**config.mk**
```make
export PLATFORM = sky130hd
export DESIGN_NAME = button_conditioner_flat
export DESIGN_NICKNAME = d
export VERILOG_FILES = /design/src/rtl/button_conditioner_if.sv /design/src/rtl/button_conditioner.sv /design/src/flat_wrapper.sv
export SDC_FILE = /design/constraint.sdc
export NUM_CORES = 1
export LEC_CHECK = 0
export ABC_AREA = 1
export CAP_MARGIN = 15
export CORE_UTILIZATION = 67
export CTS_CLUSTER_SIZE = 8
export DETAILED_ROUTE_END_ITERATION = 8
export PLACE_DENSITY = 0.84
export REMOVE_ABC_BUFFERS = 1
export SETUP_SLACK_MARGIN = 0.1
export SKIP_LAST_GASP = 1
export SYNTH_ARGS = -nofsm -noshare
export SYNTH_HDL_FRONTEND = slang
export SYNTH_SLANG_ARGS = --single-unit
```
**constraint.sdc**
```tcl
create_clock -name Clk -period 4.38 [get_ports Clk]
set_clock_uncertainty 0.15 [all_clocks]
set_input_delay 0.657 -clock Clk [delete_from_list [all_inputs] [get_ports Clk]]
set_output_delay 0.657 -clock Clk [all_outputs]
set_load 0.03 [all_outputs]
```
**src/rtl/button_conditioner_if.sv**
```systemverilog
// Button bundle between the raw push-button pins and the game core.
// The master side drives the raw buttons; the slave side (the conditioner)
// returns one-cycle qualified press pulses.
interface button_conditioner_if;

    logic Start;
    logic Stop;
    logic BestScore;
    logic StartP;
    logic StopP;
    logic BestP;

    modport master (
        output Start,
        output Stop,
        output BestScore,
        input  StartP,
        input  StopP,
        input  BestP
    );

    modport slave (
        input  Start,
        input  Stop,
        input  BestScore,
        output StartP,
        output StopP,
        output BestP
    );

endinterface

```
**src/rtl/button_conditioner.sv**
```systemverilog
// Three identical, independent push-button conditioners. Each raw button is
// brought into the Clk domain with a two-flop synchronizer and then qualified
// by a four-state debounce FSM that emits a single registered pulse per
// qualified press. Channel 0 is Start, channel 1 is Stop, channel 2 is BestScore.
module button_conditioner #(
    parameter int DB_CYCLES = 500000,
    parameter int CNT_W     = 20
) (
    input  logic                 Clk,
    input  logic                 Reset,
    button_conditioner_if.slave  btn
);

    localparam int NUM_CH = 3;
    localparam logic [CNT_W-1:0] DB_MAX   = CNT_W'(DB_CYCLES);
    localparam logic [CNT_W-1:0] CNT_ZERO = '0;
    localparam logic [CNT_W-1:0] CNT_ONE  = CNT_W'(1);

    // REL_CHK is the reset state so that a button held through reset is
    // first recognised as HELD instead of being mistaken for a fresh press.
    typedef enum logic [1:0] {
        IDLE      = 2'd0,
        PRESS_CHK = 2'd1,
        HELD      = 2'd2,
        REL_CHK   = 2'd3
    } chanState_t;

    logic [NUM_CH-1:0] rawIn;
    logic [NUM_CH-1:0] syncStage1;
    logic [NUM_CH-1:0] syncStage2;
    logic [NUM_CH-1:0] pulseOut;

    assign rawIn = {btn.BestScore, btn.Stop, btn.Start};

    // Two-flop synchronizer for all raw buttons; only the second stage is
    // ever looked at by the channel FSMs.
    always_ff @(posedge Clk) begin
        if (Reset) begin
            syncStage1 <= '0;
            syncStage2 <= '0;
        end else begin
            syncStage1 <= rawIn;
            syncStage2 <= syncStage1;
        end
    end

    for (genvar ch = 0; ch < NUM_CH; ch++) begin : gChannel

        chanState_t        stateReg;
        chanState_t        stateNext;
        logic [CNT_W-1:0]  countReg;
        logic [CNT_W-1:0]  countNext;
        logic              pulseReg;
        logic              pulseNext;
        logic              level;

        assign level        = syncStage2[ch];
        assign pulseOut[ch] = pulseReg;

        // State, qualification counter and pulse register; reset parks the
        // channel in REL_CHK with a cleared count and no pulse, which also
        // suppresses any pulse that would have been issued on this edge.
        always_ff @(posedge Clk) begin
            if (Reset) begin
                stateReg <= REL_CHK;
                countReg <= CNT_ZERO;
                pulseReg <= 1'b0;
            end else begin
                stateReg <= stateNext;
                countReg <= countNext;
                pulseReg <= pulseNext;
            end
        end

        // Debounce decision: a level must persist for DB_CYCLES checks before
        // a press is accepted or a release re-arms the channel; the counter
        // stops at DB_MAX because reaching it always leaves the check state.
        always_comb begin
            stateNext = stateReg;
            countNext = countReg;
            pulseNext = 1'b0;
            case (stateReg)
                IDLE: begin
                    if (level) begin
                        stateNext = PRESS_CHK;
                        countNext = CNT_ONE;
                    end
                end
                PRESS_CHK: begin
                    if (!level) begin
                        stateNext = IDLE;
                        countNext = CNT_ZERO;
                    end else if (countReg < DB_MAX) begin
                        countNext = countReg + 1'b1;
                    end else begin
                        stateNext = HELD;
                        countNext = CNT_ZERO;
                        pulseNext = 1'b1;
                    end
                end
                HELD: begin
                    if (!level) begin
                        stateNext = REL_CHK;
                        countNext = CNT_ONE;
                    end
                end
                REL_CHK: begin
                    if (level) begin
                        stateNext = HELD;
                        countNext = CNT_ZERO;
                    end else if (countReg < DB_MAX) begin
                        countNext = countReg + 1'b1;
                    end else begin
                        stateNext = IDLE;
                        countNext = CNT_ZERO;
                    end
                end
                default: begin
                    stateNext = REL_CHK;
                    countNext = CNT_ZERO;
                end
            endcase
        end

    end : gChannel

    assign btn.StartP = pulseOut[0];
    assign btn.StopP  = pulseOut[1];
    assign btn.BestP  = pulseOut[2];

endmodule

```
**src/flat_wrapper.sv**
```systemverilog
// flat-port wrapper written by rule: the top's interface ports become plain ports
module button_conditioner_flat 
#(
    parameter int DB_CYCLES = 500000,
    parameter int CNT_W     = 20
)
  (Clk, Reset, btn_Start, btn_Stop, btn_BestScore, btn_StartP, btn_StopP, btn_BestP);
  button_conditioner_if btn_i ();
  input  logic Clk;
  input  logic Reset;
  input wire logic [$bits(btn_i.Start)-1:0] btn_Start;
  input wire logic [$bits(btn_i.Stop)-1:0] btn_Stop;
  input wire logic [$bits(btn_i.BestScore)-1:0] btn_BestScore;
  output wire logic [$bits(btn_i.StartP)-1:0] btn_StartP;
  output wire logic [$bits(btn_i.StopP)-1:0] btn_StopP;
  output wire logic [$bits(btn_i.BestP)-1:0] btn_BestP;
  assign btn_i.Start = btn_Start;
  assign btn_i.Stop = btn_Stop;
  assign btn_i.BestScore = btn_BestScore;
  assign btn_StartP = btn_i.StartP;
  assign btn_StopP = btn_i.StopP;
  assign btn_BestP = btn_i.BestP;
  button_conditioner #(.DB_CYCLES(DB_CYCLES), .CNT_W(CNT_W)) u_core (.Clk(Clk), .Reset(Reset), .btn(btn_i));
endmodule
```
# --- Yosys cells after proc, flatten, opt, wreduce, memory -nomap -nowiden ---
# Index checks and enable logic that the tools add are counted.
word_totals:
  word_cells: 98
  register_bits: 75
  input_bits: 5
  out_inout_bits: 3
classes:
  reduce_logical: 12
  bitwise: 6
  mux: 42
  addsub: 3
  magnitude_cmp: 3
  n_eq_ne: 21
op_table:
  columns: ["cell", "n"]
  rows:
  - ["$mux 20", 15]
  - ["$pmux 20 s4", 3]
  - ["$add 20x1->20 const B", 3]
  - ["$lt 20x19->1 const B", 3]
  - ["$mux 2", 18]
  - ["$pmux 2 s4", 3]
  - ["$eq 2x2->1 const B", 6]
  - ["$reduce_and 4->1", 3]
  - ["$ne 3x2->1 const B", 3]
  - ["$ne 3x3->1 const B", 3]
  - ["$reduce_or 3->1", 3]
  - ["$eq 2x1->1 const B", 3]
  - ["$logic_not 2->1", 3]
  - ["$ne 2x1->1 const B", 3]
  - ["$ne 2x2->1 const B", 3]
  - ["$not 1->1", 6]
  - ["$reduce_and 2->1", 3]
  - ["$mux 1", 3]

# --- Longest topological paths before layout ---
# Gate-level depths: netlist (run 1).
depth:
  word_depth: 4
  mapped_depth: 10
  ltp_nobuf: 10

# --- Worst setup path after synthesis (run 1) ---
# OpenSTA, ideal clock, no wires.
synth_timing:
  path_kind: "input to register"
  from: "input port Reset"
  to: "register u_core.gChannel[0].countReg[19]"
  setup_time_ps: 128
  path_stages: 3
  setup_slack_ps: 2794
  required_ps: 4102
  n_path_buf: 2
  t_arrival_ps: 1308
  cell_sequence: "buf_1 clkbuf_1 nor2_1"
synth_rtl:
  columns: ["element", "line", "rtl"]
  rows:
  - ["start, declared", "flat_wrapper.sv:10", "input logic Reset;"]
  - ["end signal, assigned", "button_conditioner.sv:70", "countReg <= countNext;"]
  - ["end, declared", "button_conditioner.sv:51", "logic [CNT_W-1:0] countReg;"]
# No word-level cell between the ends.

# --- Final worst setup path (run 1) ---
layout_timing:
  from: "register u_core.gChannel[1].pulseReg, in the netlist u_core.btn.StopP"
  to: "output port btn_StopP"
layout_rtl:
  columns: ["element", "line", "rtl"]
  rows:
  - ["start, declared", "button_conditioner.sv:53", "logic pulseReg;"]
  - ["start signal, assigned", "button_conditioner.sv:71", "pulseReg <= pulseNext;"]
  - ["end, declared", "flat_wrapper.sv:15", "output wire logic [$bits(btn_i.StopP)-1:0] btn_StopP;"]
# No word-level cell between the ends.

==> PnR_summary.wiki, run 1 <==
{| class="wikitable"
! Metric !! Value
|-
| Cell family with the largest share of critical-path delay || buffers and inverters
|-
| Maximum cell stage delay along the critical path || around 0.67 ns
|-
| Number of buffers added on ports || 7
|-
| Fraction of final layout cells with drive strength greater than 1 || 16.4%
|-
| Mapped cell area || ~0.0043 mm2
|-
| Fin. max-slew vios || 0
|-
| First-pass GRT wire length || roughly 15000 um
|-
| Top cell types by occurrence after synthesis || 168 x sky130_fd_sc_hd__nand2_1, 75 x sky130_fd_sc_hd__dfxtp_1, 73 x sky130_fd_sc_hd__nor2_1
|-
| Reg-to-reg critical path endpoint || u_core.gChannel[1].countReg[4]$_SDFFE_PP0P_
|-
| Drt first-iter violations || around 230
|-
| Met1 Usage GRT || 34.7%
|-
| Commonest register cell after synthesis || sky130_fd_sc_hd__dfxtp_1
|-
| Area of the die || 0.00667 mm2
|-
| Maximum fanout along the worst path || 1
|-
| Post-cts repair resize count || 0
|-
| PD cells || 360 mW/mm2
|-
| Synth Register Bits || 75
|-
| Crit path launch || u_core.btn.StopP$_SDFF_PP0_
|-
| Wire length reported by the detailed router || 8770 um
|-
| Count of boundary I/O pins || 8
|-
| Cts-stage hold buffer count || 0
|-
| WP data arrival || 1.38 ns
|-
| CTS tree || done
|-
| Number of buffers added by the clock tree synthesis step || 9
|-
| Antenna violations before repair || 0
|-
| Global route hottest layer || met2
|-
| Crit path setup slack, layout || 2.20 ns
|-
| Sequential share of the synthesized area || a little over a third
|-
| Detailed-route via count || a little under 4000
|-
| Cell with the biggest individual delay on the critical path || sky130_fd_sc_hd__clkdlybuf4s50_1
|-
| # diodes || 0
|-
| Most frequent cell after synthesis || sky130_fd_sc_hd__nand2_1
|-
| Worst Path Buf+Inv || 1
|-
| Worst VDD drop || about 0.27 mV
|-
| Number of enable-type register cells in the synthesized netlist || 0
|-
| Grt total ovfl || 0
|-
| Register-to-Register Setup Slack || approximately 2.4 ns
|-
| Startpoint type of the worst setup path || register
|-
| Remaining design rule violation count || 0
|-
| Power Total || around 1.6 mW
|-
| Cell count along the critical path || 1
|-
| Cell chosen for the clock root || sky130_fd_sc_hd__clkbuf_8
|-
| H-Tree Depth || 3
|-
| Setup violation total in the final timing report || 0
|-
| Leakage power || about 1.7 nW
|-
| Time the final worst path needs with I/O delays and setup || about 2.2 ns
|-
| Die Width || roughly 80 um
|-
| HPWL after detailed placement || about 6000 um
|-
| Post-route fraction of the period consumed by the critical path || between 40% and 50%
|-
| Synth top area share || 35.3%
|-
| Clock sink total || 75
|-
| Outcome || finished clean
|-
| Post-route non-filler standard cell count || roughly 710
|-
| Clock latency of the later-clocked register in the worst-skew pair || 0.36 ns
|-
| Initial DRT Pass Iterations || 4
|-
| Worst-case reg-to-reg path depth || 7
|-
| Endpoint of the worst setup timing path || btn_StopP
|-
| Post-CTS Setup Bufs || 0
|-
| Worst setup slack after placement || ~2.1 ns
|-
| Met2 usage in global routing || roughly half
|-
| Core Region || 0.00603 mm2
|-
| Largest net degree at the start of global routing || 40
|-
| Effective utilization at floorplan || 70.6%
|-
| Final Net Count || about 640
|-
| Vias in the first global route || between 3000 and 4000
|-
| Ranking of synthesized cells by area || sky130_fd_sc_hd__dfxtp_1 35%, sky130_fd_sc_hd__nand2_1 15%, sky130_fd_sc_hd__nor2_1 6.4%
|-
| Hold WC Path Type || reg -> reg
|-
| GR Layer Usage met3 || between 4 and 5%
|-
| Number of hold violations in the final report || 0
|-
| FFs w/ async S/R, synth || 0%
|-
| Worst-path cell chain || clkdlybuf4s50_1
|-
| Setup repair after global routing missed its margin || false
|-
| Yosys warns || 0
|-
| GRT Overall Usage || 28.4%
|-
| Slew margin rel. || 32.4%
|-
| CTS Buffer Depth || 2
|-
| Area growth from synthesis to final layout || 6.33%
|-
| Number of instances in the synthesized netlist || 623
|-
| Routed length per placed instance || roughly 12 um
|-
| Clock-pin slew of the registers on the worst-case setup and hold paths || 0.08 ns
|-
| Placed cell count || just under 700
|-
| Post-synth cell types || 40
|-
| Count of max-cap constraint violations || 0
|-
| Average footprint of a synthesized cell || roughly 6.8 um2
|-
| Crit Path Category || reg -> out
|-
| Post-DR vias/cell || ~5.5
|-
| DIE HEIGHT || just over 80 um
|-
| Routability Congestion || around 0.87
|-
| Top cell type by total area after synthesis || sky130_fd_sc_hd__dfxtp_1
|-
| Required time at the endpoint of the critical path || approximately 3.6 ns
|-
| Sum of negative setup slack || 0 ns
|-
| Post-detailed-route count of antenna-violating nets || 0
|-
| Worst-margin pin slew || between 1 and 1.5 ns
|-
| Kind of capture point of the worst setup path || output port
|-
| Highest clock rate || 458 MHz
|-
| Row count || 28
|}
==> cell type report <==
cell class,count,area [um2]
Inverter,73,283
Multi-Input combinational cell,461,2370
Tap cell,75,93.8
Timing Repair Buffer,8,72.6
Sequential cell,75,1500
Fill cell,486,1500
Clock buffer,9,124
Clock inverter,7,76.3
==> placed cells by master, fill, tap and decap left out, drive strengths merged <==
cell type,count
nand2,189
nor2,91
dfxtp,75
inv,72
a21oi,53
nand3,39
o21ai,34
nand4,11
nor3,11
xor2,10
clkbuf,9
clkdlybuf4s50,6
o21bai,5
or2,5
clkinv,5
o21a,3
ha,3
xnor2,2
nor4,2
clkinvlp,2
buf,2
a21o,1
a21boi,1
nand3b,1
bufinv,1
==> registers in the layout (all words and copies together) (netlist names), named ones only <==
register	cells
u_core.btn.StopP	1
u_core.syncStage2	3
u_core.btn.BestP	1
u_core.gChannel.countReg	60
u_core.syncStage1	3
u_core.gChannel.stateReg	3
u_core.btn.StartP	1
==> cell families after synthesis <==
logic type | share of synthesized area, %
simple gates | 37.8
compound gates | 14.6
buf+inv | 8.94
flops | 35.3
xor+xnor | 2.47
fa+ha+maj | 0.883
==> through the flow <==
stage               util, %  hold slack (ns)  cell area [um2]
finish                 75.0            0.265             4520
global route           75.0            0.278             4520
CTS                    75.0            0.268             4520
detailed placement     71.7            0.251             4320
global placement       71.7            0.245             4320
floorplan                 -            0.238             4160
==> where the power goes <==
part | total (mW) | switching (mW) | internal, mW
clock | 0.541 | 0.274 | 0.267
sequential | 0.750 | 0.0348 | 0.716
combinational | 0.334 | 0.233 | 0.102
==> worst min-delay path by stage <==
| stage | cells past startpoint | startpoint | end | slack (ns) |
|---|---|---|---|---|
| after floorplan | 2 | u_core.syncStage1[0]$_SDFF_PP0_ | u_core.syncStage2[0]$_SDFF_PP0_ | 0.24 |
| after global placement | 2 | u_core.syncStage1[2]$_SDFF_PP0_ | u_core.syncStage2[2]$_SDFF_PP0_ | 0.24 |
| after detailed placement | 2 | u_core.syncStage1[1]$_SDFF_PP0_ | u_core.syncStage2[1]$_SDFF_PP0_ | 0.25 |
| after CTS | 2 | u_core.syncStage1[0]$_SDFF_PP0_ | u_core.syncStage2[0]$_SDFF_PP0_ | 0.27 |
| after global routing | 2 | u_core.syncStage1[0]$_SDFF_PP0_ | u_core.syncStage2[0]$_SDFF_PP0_ | 0.28 |
| final | 2 | u_core.syncStage1[0]$_SDFF_PP0_ | u_core.syncStage2[0]$_SDFF_PP0_ | 0.27 |
==> metal layers <==
layer | routed length [um] | part of all wire [%]
met3 | 529 | 6.0
met1 | 3930 | 45
met4 | 110 | 1.3
met2 | 4210 | 48
met5 | 0 | 0
No activity file was read; power rests on OpenSTA's default activity.
==> run 2, diff against run 1 <==
Settings changed: CORE_UTILIZATION 67 to 56, PLACE_DENSITY 0.84 to 0.75.
Clock period 4.38 ns to 2 ns, I/O delays scaled along.
==> PnR_summary.wiki, run 2 (synthesis gave the netlist of run 1 again) <==
{| class="wikitable"
! Metric !! Value
|-
| Crit path setup slack, layout || 0.221 ns (-1.98 ns)
|-
| Number of hold violations in the final report || 0 (unchanged)
|-
| Kind of capture point of the worst setup path || output port
|-
| Leading cell type in the layout, fill and taps excluded || sky130_fd_sc_hd__nand2_1
|-
| WP data arrival || 1.33 ns (-0.05 ns)
|-
| Hold WC Path Type || reg -> reg
|-
| Required time at the endpoint of the critical path || 1.55 ns (-2.02 ns)
|-
| Antenna violations before repair || 0 (unchanged)
|-
| Detailed-route via count || 3845 (-0.80%)
|-
| # diodes || 0 (unchanged)
|-
| Post-DR vias/cell || 5.22 (-4.7%)
|-
| Largest reg by FF count || u_core.gChannel.countReg
|-
| PD cells || 796 mW/mm2 (+120%)
|-
| Worst-path cell chain || clkdlybuf4s50_1
|-
| DIE HEIGHT || 89.1 um (+9.2%)
|-
| Wire length reported by the detailed router || 8870 um (+1.1%)
|-
| Highest clock rate || 562 MHz
|-
| Multi-input gate area in the final layout || 0.00239 mm2 (+0.63%)
|-
| Number of buffers added by the clock tree synthesis step || 9 (unchanged)
|-
| Crit path launch || u_core.btn.BestP$_SDFF_PP0_
|-
| Startpoint type of the worst setup path || register
|-
| Cell family with the largest share of critical-path delay || buffers and inverters
|-
| Fraction of final layout cells with drive strength greater than 1 || 16.9% (+0.50 points)
|-
| Effective utilization at floorplan || 58.3% (-12 points)
|-
| Row count || 31 (+11%)
|-
| Worst-margin pin slew || 0.543 ns (-0.464 ns)
|-
| Post-route fraction of the period consumed by the critical path || 89.0%
|-
| Reg-to-reg critical path endpoint || u_core.gChannel[1].countReg[16]$_SDFFE_PP0P_
|-
| Register-to-Register Setup Slack || 0.22 ns (-2.16 ns)
|-
| CTS tree || done
|-
| GRT Overall Usage || 24.3% (-4.1 points)
|-
| Clock-pin slew of the registers on the worst-case setup and hold paths || 0.08 ns (about the same)
|-
| Worst setup slack after placement || 0.262 ns (-1.82 ns)
|-
| Maximum fanout along the worst path || 1 (unchanged)
|-
| Most used cells in the layout excluding fill and tap cells || 168 x sky130_fd_sc_hd__nand2_1, 75 x sky130_fd_sc_hd__dfxtp_1, 73 x sky130_fd_sc_hd__nor2_1, 66 x sky130_fd_sc_hd__inv_1, 29 x sky130_fd_sc_hd__o21ai_0
|-
| Area of the die || 0.00795 mm2 (+19%)
|-
| Setup violation total in the final timing report || 0 (unchanged)
|-
| Grt total ovfl || 0 (unchanged)
|-
| Largest net degree at the start of global routing || 40 (unchanged)
|-
| FF/Latch Area || 0.00150 mm2 (unchanged)
|-
| Filler cell count in the final layout || 663 (+36%)
|-
| Post-CTS Setup Bufs || 0 (unchanged)
|-
| Cell count along the critical path || 1 (unchanged)
|-
| Die Width || 89.1 um (+9.2%)
|-
| Drt first-iter violations || 217 (-6.1%)
|-
| Worst VDD drop || 0.511 mV (+91%)
|-
| Time the final worst path needs with I/O delays and setup || 1.78 ns
|-
| Final Net Count || 641 (+0.79%)
|-
| Vias in the first global route || 3516 (+3.3%)
|-
| Worst Path Buf+Inv || 1 (unchanged)
|-
| First-pass GRT wire length || 15200 um (+3.4%)
|-
| Clock sink total || 75 (unchanged)
|-
| Post-detailed-route count of antenna-violating nets || 0 (unchanged)
|-
| Sum of negative setup slack || 0 ns (unchanged)
|-
| CTS Buffer Depth || 2 (unchanged)
|-
| Remaining design rule violation count || 0 (unchanged)
|-
| Slew margin rel. || 63.8% (+31 points)
|-
| Launch point of the worst reg-to-reg path || u_core.gChannel[1].countReg[0]$_SDFFE_PP0P_
|-
| Count of boundary I/O pins || 8 (unchanged)
|-
| Cell chosen for the clock root || sky130_fd_sc_hd__clkbuf_8
|-
| Endpoint of the worst setup timing path || btn_BestP
|-
| Leakage power || 1.71 nW (+2.2%)
|-
| Maximum cell stage delay along the critical path || 0.67 ns (about the same)
|-
| Core Region || 0.00729 mm2 (+21%)
|-
| Clock latency of the later-clocked register in the worst-skew pair || 0.35 ns (about the same)
|-
| Count of max-cap constraint violations || 0 (unchanged)
|-
| Cell with the biggest individual delay on the critical path || sky130_fd_sc_hd__clkdlybuf4s50_1
|-
| Number of buffers added on ports || 7 (unchanged)
|-
| Number of flip-flops in the largest register || 60 (unchanged)
|-
| Area growth from synthesis to final layout || 8.68%
|-
| Worst-case reg-to-reg path depth || 9 (+2)
|-
| H-Tree Depth || 3 (unchanged)
|-
| Setup repair after global routing missed its margin || true
|-
| Routed length per placed instance || 12.0 um (-2.8%)
|-
| Outcome || finished clean
|-
| Fin. max-slew vios || 0 (unchanged)
|-
| Cts-stage hold buffer count || 0 (unchanged)
|-
| Routability Congestion || 0.898 (+3.4%)
|-
| Initial DRT Pass Iterations || 5 (+1)
|-
| Crit Path Category || reg -> out
|-
| HPWL after detailed placement || 6160 um (+3.6%)
|-
| Post-cts repair resize count || 0 (unchanged)
|}
run 2: changes by cell type in the layout (fill, tap and decap cells not counted), sizes merged:
cell      change
buf           +5
bufinv        +1
clkbuf        +1
clkinv        +1
clkinvlp      -1
inv           -2
run 2: area by class of cell:
type / instances / share of cell area [%]
flip-flops and latches: 75 / 32.5
repair buffers: 13 / 2.38
inverters: 73 / 6.12
multi-input cells: 461 / 51.6
clock inverters: 6 / 1.95
well taps: 99 / 2.68
clock buffers: 10 / 2.76
run 2: power breakdown:
part	total [mW]	switching [mW]	internal [mW]
Sequential	1.64	0.0684	1.57
Combinational	0.776	0.531	0.245
Clock	1.27	0.564	0.705
run 2: per-layer routing:
metal | track usage (%) | up-vias | part of all wire [%]
li1 | - | 1994 | -
met1 | 29.6 | 1786 | 47
met2 | 43.5 | 58 | 50
met3 | 4.52 | 7 | 3.0
met4 | 7.07 | 0 | 0.69
met5 | 0 | - | 0
run 2: worst min-delay path by stage:
stage | start | endpoint | slack (ns) | cells after the start
after global placement | u_core.syncStage1[2]$_SDFF_PP0_ | u_core.syncStage2[2]$_SDFF_PP0_ | 0.24 | 2
after detailed placement | u_core.syncStage1[2]$_SDFF_PP0_ | u_core.syncStage2[2]$_SDFF_PP0_ | 0.25 | 2
after global routing | u_core.syncStage1[2]$_SDFF_PP0_ | u_core.syncStage2[2]$_SDFF_PP0_ | 0.29 | 2
after floorplan | Reset | u_core.gChannel[0].countReg[13]$_SDFFE_PP0P_ | 0.21 | 1
final | u_core.syncStage1[1]$_SDFF_PP0_ | u_core.syncStage2[1]$_SDFF_PP0_ | 0.26 | 2
after CTS | u_core.syncStage1[1]$_SDFF_PP0_ | u_core.syncStage2[1]$_SDFF_PP0_ | 0.26 | 2
run 2: through the flow:
step / cells / utilization, % / total power [mW] / instance area, um2 / hold WS, ns
2_1_floorplan: 609 / - / 2.23 / 4160 / 0.212
3_3_place_gp: 721 / 60.2 / 2.42 / 4390 / 0.241
3_5_place_dp: 721 / 60.2 / 2.45 / 4390 / 0.245
4_1_cts: 737 / 63.2 / 3.72 / 4610 / 0.261
5_1_grt: 737 / 63.4 / 3.87 / 4620 / 0.286
6_report: 737 / 63.4 / 3.68 / 4620 / 0.256
==> run 3, diff against run 2 <==
Settings changed: MAX_ROUTING_LAYER from default to met4.
==> PnR_summary.wiki, run 3 (synthesis gave the netlist of run 1 again) <==
{| class="wikitable"
! Metric !! Value
|-
| Area growth from synthesis to final layout || 8.68% (unchanged)
|-
| Crit Path Category || reg -> reg
|-
| Cell chosen for the clock root || sky130_fd_sc_hd__clkbuf_8
|-
| Initial DRT Pass Iterations || 5 (unchanged)
|-
| Hold path cells || 2 (unchanged)
|-
| Time the final worst path needs with I/O delays and setup || 1.78 ns (+0.00309 ns)
|-
| Met1 Usage GRT || 29.6% (unchanged)
|-
| Die Width || 89.1 um (unchanged)
|-
| Setup repair after global routing missed its margin || true
|-
| Power share of the combinational group || 21.1% (about the same)
|-
| Number of buffers added on ports || 7 (unchanged)
|-
| Met2 usage in global routing || 43.5% (unchanged)
|-
| Core Region || 0.00729 mm2 (unchanged)
|-
| Fraction of power consumed by the clock network || 34.5% (about the same)
|-
| Final Net Count || 641 (unchanged)
|-
| Effective utilization at floorplan || 58.3% (unchanged)
|-
| Launch point of the worst reg-to-reg path || u_core.gChannel[1].countReg[0]$_SDFFE_PP0P_
|-
| Fraction of final layout cells with drive strength greater than 1 || 16.9% (unchanged)
|-
| Top cell by count, worst path || sky130_fd_sc_hd__nand2_1
|-
| Post-DR vias/cell || 5.19 (-0.47%)
|-
| Post-Route Hold Slack || 0.257 ns (+0.000633 ns)
|-
| GRT Overall Usage || 25.0% (+0.75 points)
|-
| Filler cell count in the final layout || 663 (unchanged)
|-
| Power spent charging and discharging nets || 1.16 mW (about the same)
|-
| Clock sink total || 75 (unchanged)
|-
| Fin. max-slew vios || 0 (unchanged)
|-
| Outcome || finished clean
|-
| GR Layer Usage met3 || 4.80% (+0.28 points)
|-
| Post-detailed-route count of antenna-violating nets || 0 (unchanged)
|-
| Worst Path Buf+Inv || 0 (-1)
|-
| First-pass GRT wire length || 15200 um (about the same)
|-
| HPWL after detailed placement || 6160 um (unchanged)
|-
| H-Tree Depth || 3 (unchanged)
|-
| Switching part of the total || 31.6% (about the same)
|-
| Drt first-iter violations || 222 (+2.3%)
|-
| DIE HEIGHT || 89.1 um (unchanged)
|-
| Part of the total power dissipated in sequential elements || 44.4% (about the same)
|-
| Highest clock rate || 561 MHz (-0.17%)
|-
| Count of max-cap constraint violations || 0 (unchanged)
|-
| Setup violation total in the final timing report || 0 (unchanged)
|-
| Power Total || 3.68 mW (about the same)
|-
| Number of buffers added by the clock tree synthesis step || 9 (unchanged)
|-
| Remaining design rule violation count || 0 (unchanged)
|-
| Cell with the biggest individual delay on the critical path || sky130_fd_sc_hd__dfxtp_1
|-
| Routed length per placed instance || 12.1 um (+0.19%)
|-
| Worst-case reg-to-reg path depth || 9 (unchanged)
|-
| CTS Buffer Depth || 2 (unchanged)
|-
| Kind of capture point of the worst setup path || register
|-
| Largest reg by FF count || u_core.gChannel.countReg
|-
| Post-route fraction of the period consumed by the critical path || 89.1% (+0.15 points)
|-
| Slew margin rel. || 63.8% (+0.067 points)
|-
| Detailed-route via count || 3827 (-0.47%)
|-
| Leading cell type in the layout, fill and taps excluded || sky130_fd_sc_hd__nand2_1
|-
| Design internal power || 2.52 mW (about the same)
|-
| Row count || 31 (unchanged)
|-
| Antenna violations before repair || 0 (unchanged)
|-
| Routability Congestion || 0.914 (+1.7%)
|-
| Number of flip-flops in the largest register || 60 (unchanged)
|-
| End point of the most critical hold path || u_core.syncStage2[0]$_SDFF_PP0_
|-
| Cell count along the critical path || 9 (+8)
|-
| Worst-margin pin slew || 0.542 ns (-0.00100 ns)
|-
| Global route hottest layer || met2
|-
| WP data arrival || 1.92 ns (+0.59 ns)
|-
| Worst VDD drop || 0.511 mV (about the same)
|-
| Wire length reported by the detailed router || 8890 um (+0.19%)
|-
| Grt total ovfl || 0 (unchanged)
|-
| Count of boundary I/O pins || 8 (unchanged)
|-
| Reg-to-reg critical path endpoint || u_core.gChannel[1].countReg[16]$_SDFFE_PP0P_
|-
| Sum of negative setup slack || 0 ns (unchanged)
|-
| Instance area at placement || 0.00439 mm2 (unchanged)
|-
| Worst-path cell chain || ha_1, nand3_1, nor2_4, nand2_2, nor2_2, nand2_1, o21bai_1, nand2_1, a21oi_2
|-
| Vias in the first global route || 3518 (+0.057%)
|-
| CTS tree || done
|-
| Leakage power || 1.71 nW (unchanged)
|-
| PD cells || 796 mW/mm2 (about the same)
|-
| Number of hold violations in the final report || 0 (unchanged)
|-
| Hold WC Path Type || reg -> reg
|-
| # diodes || 0 (unchanged)
|-
| Area of the die || 0.00795 mm2 (unchanged)
|-
| Clock-pin slew of the registers on the worst-case setup and hold paths || 0.08 ns (about the same)
|-
| Maximum fanout along the worst path || 5 (+4)
|-
| Cell area after layout || 0.00462 mm2 (unchanged)
|-
| Clock latency of the later-clocked register in the worst-skew pair || 0.35 ns (about the same)
|-
| Most used cells in the layout excluding fill and tap cells || 168 x sky130_fd_sc_hd__nand2_1, 75 x sky130_fd_sc_hd__dfxtp_1, 73 x sky130_fd_sc_hd__nor2_1, 66 x sky130_fd_sc_hd__inv_1, 29 x sky130_fd_sc_hd__o21ai_0
|-
| Required time at the endpoint of the critical path || 2.13 ns (+0.58 ns)
|-
| Maximum cell stage delay along the critical path || 0.40 ns (-0.27 ns)
|-
| Hold Crit Start || u_core.syncStage1[0]$_SDFF_PP0_
|-
| Register-to-Register Setup Slack || 0.22 ns (about the same)
|-
| Cell family with the largest share of critical-path delay || simple AND/OR/NAND/NOR gates
|-
| Largest net degree at the start of global routing || 40 (unchanged)
|-
| Startpoint type of the worst setup path || register
|}
-- run 3: cell counts in the layout (fill, tap and decap cells not counted) --
No cell type changed its count.
-- run 3: worst reg2reg max path, stage by stage (launching register included) --
cell	delay, ns
sky130_fd_sc_hd__dfxtp_1	0.40
sky130_fd_sc_hd__ha_1	0.21
sky130_fd_sc_hd__nand3_1	0.16
sky130_fd_sc_hd__nor2_4	0.17
sky130_fd_sc_hd__nand2_2	0.10
sky130_fd_sc_hd__nor2_2	0.13
sky130_fd_sc_hd__nand2_1	0.09
sky130_fd_sc_hd__o21bai_1	0.14
sky130_fd_sc_hd__nand2_1	0.07
sky130_fd_sc_hd__a21oi_2	0.10
-- run 3: what timing repair did --
item	CTS	global route
hold buffers	0	0
endpoints found under the setup margin	0	5
buffers inserted	0	0
resized for setup	0	3
-- run 3: power groups by stage --
stage	clock network [mW]	registers, mW	logic, mW
after floorplan	0	1.65	0.574
after global placement	0	1.66	0.755
after detailed placement	0	1.67	0.779
after CTS	1.30	1.63	0.783
after global routing	1.36	1.65	0.869
final	1.27	1.63	0.776
-- run 3: worst max path at each step --
| stage | start | endpoint | slack (ns) |
|---|---|---|---|
| after floorplan | u_core.gChannel[1].countReg[0]$_SDFFE_PP0P_ | u_core.gChannel[1].countReg[16]$_SDFFE_PP0P_ | 0.42 |
| after global placement | u_core.gChannel[1].countReg[0]$_SDFFE_PP0P_ | u_core.gChannel[1].countReg[16]$_SDFFE_PP0P_ | 0.31 |
| after detailed placement | u_core.gChannel[1].countReg[0]$_SDFFE_PP0P_ | u_core.gChannel[1].countReg[16]$_SDFFE_PP0P_ | 0.26 |
| after CTS | u_core.btn.BestP$_SDFF_PP0_ | btn_BestP | 0.19 |
| after global routing | u_core.gChannel[0].countReg[0]$_SDFFE_PP0P_ | u_core.gChannel[0].countReg[18]$_SDFFE_PP0P_ | 0.08 |
| final | u_core.gChannel[1].countReg[0]$_SDFFE_PP0P_ | u_core.gChannel[1].countReg[16]$_SDFFE_PP0P_ | 0.22 |
-- run 3: layer usage --
metal  up-vias  routed length, um
li1       1993                  -
met1      1772               4170
met2        54               4420
met3         8                258
met4         0                 44
met5         -                  0
-- run 3: through the flow --
step / instances / utilization [%] / setup WS [ns]
floorplan: 609 / - / 0.423
global placement: 721 / 60.2 / 0.307
detailed placement: 721 / 60.2 / 0.262
CTS: 737 / 63.2 / 0.191
global route: 737 / 63.4 / 0.0790
finish: 737 / 63.4 / 0.218
-- run 3: layout make-up --
cell class                      count  area [um2]  share of cell area, %
Timing Repair Buffer               13         110                   2.38
Clock inverter                      6        90.1                   1.95
Sequential cell                    75        1500                   32.5
Clock buffer                       10         128                   2.76
Inverter                           73         283                   6.12
Tap cell                           99         124                   2.68
Multi-Input combinational cell    461        2390                   51.6
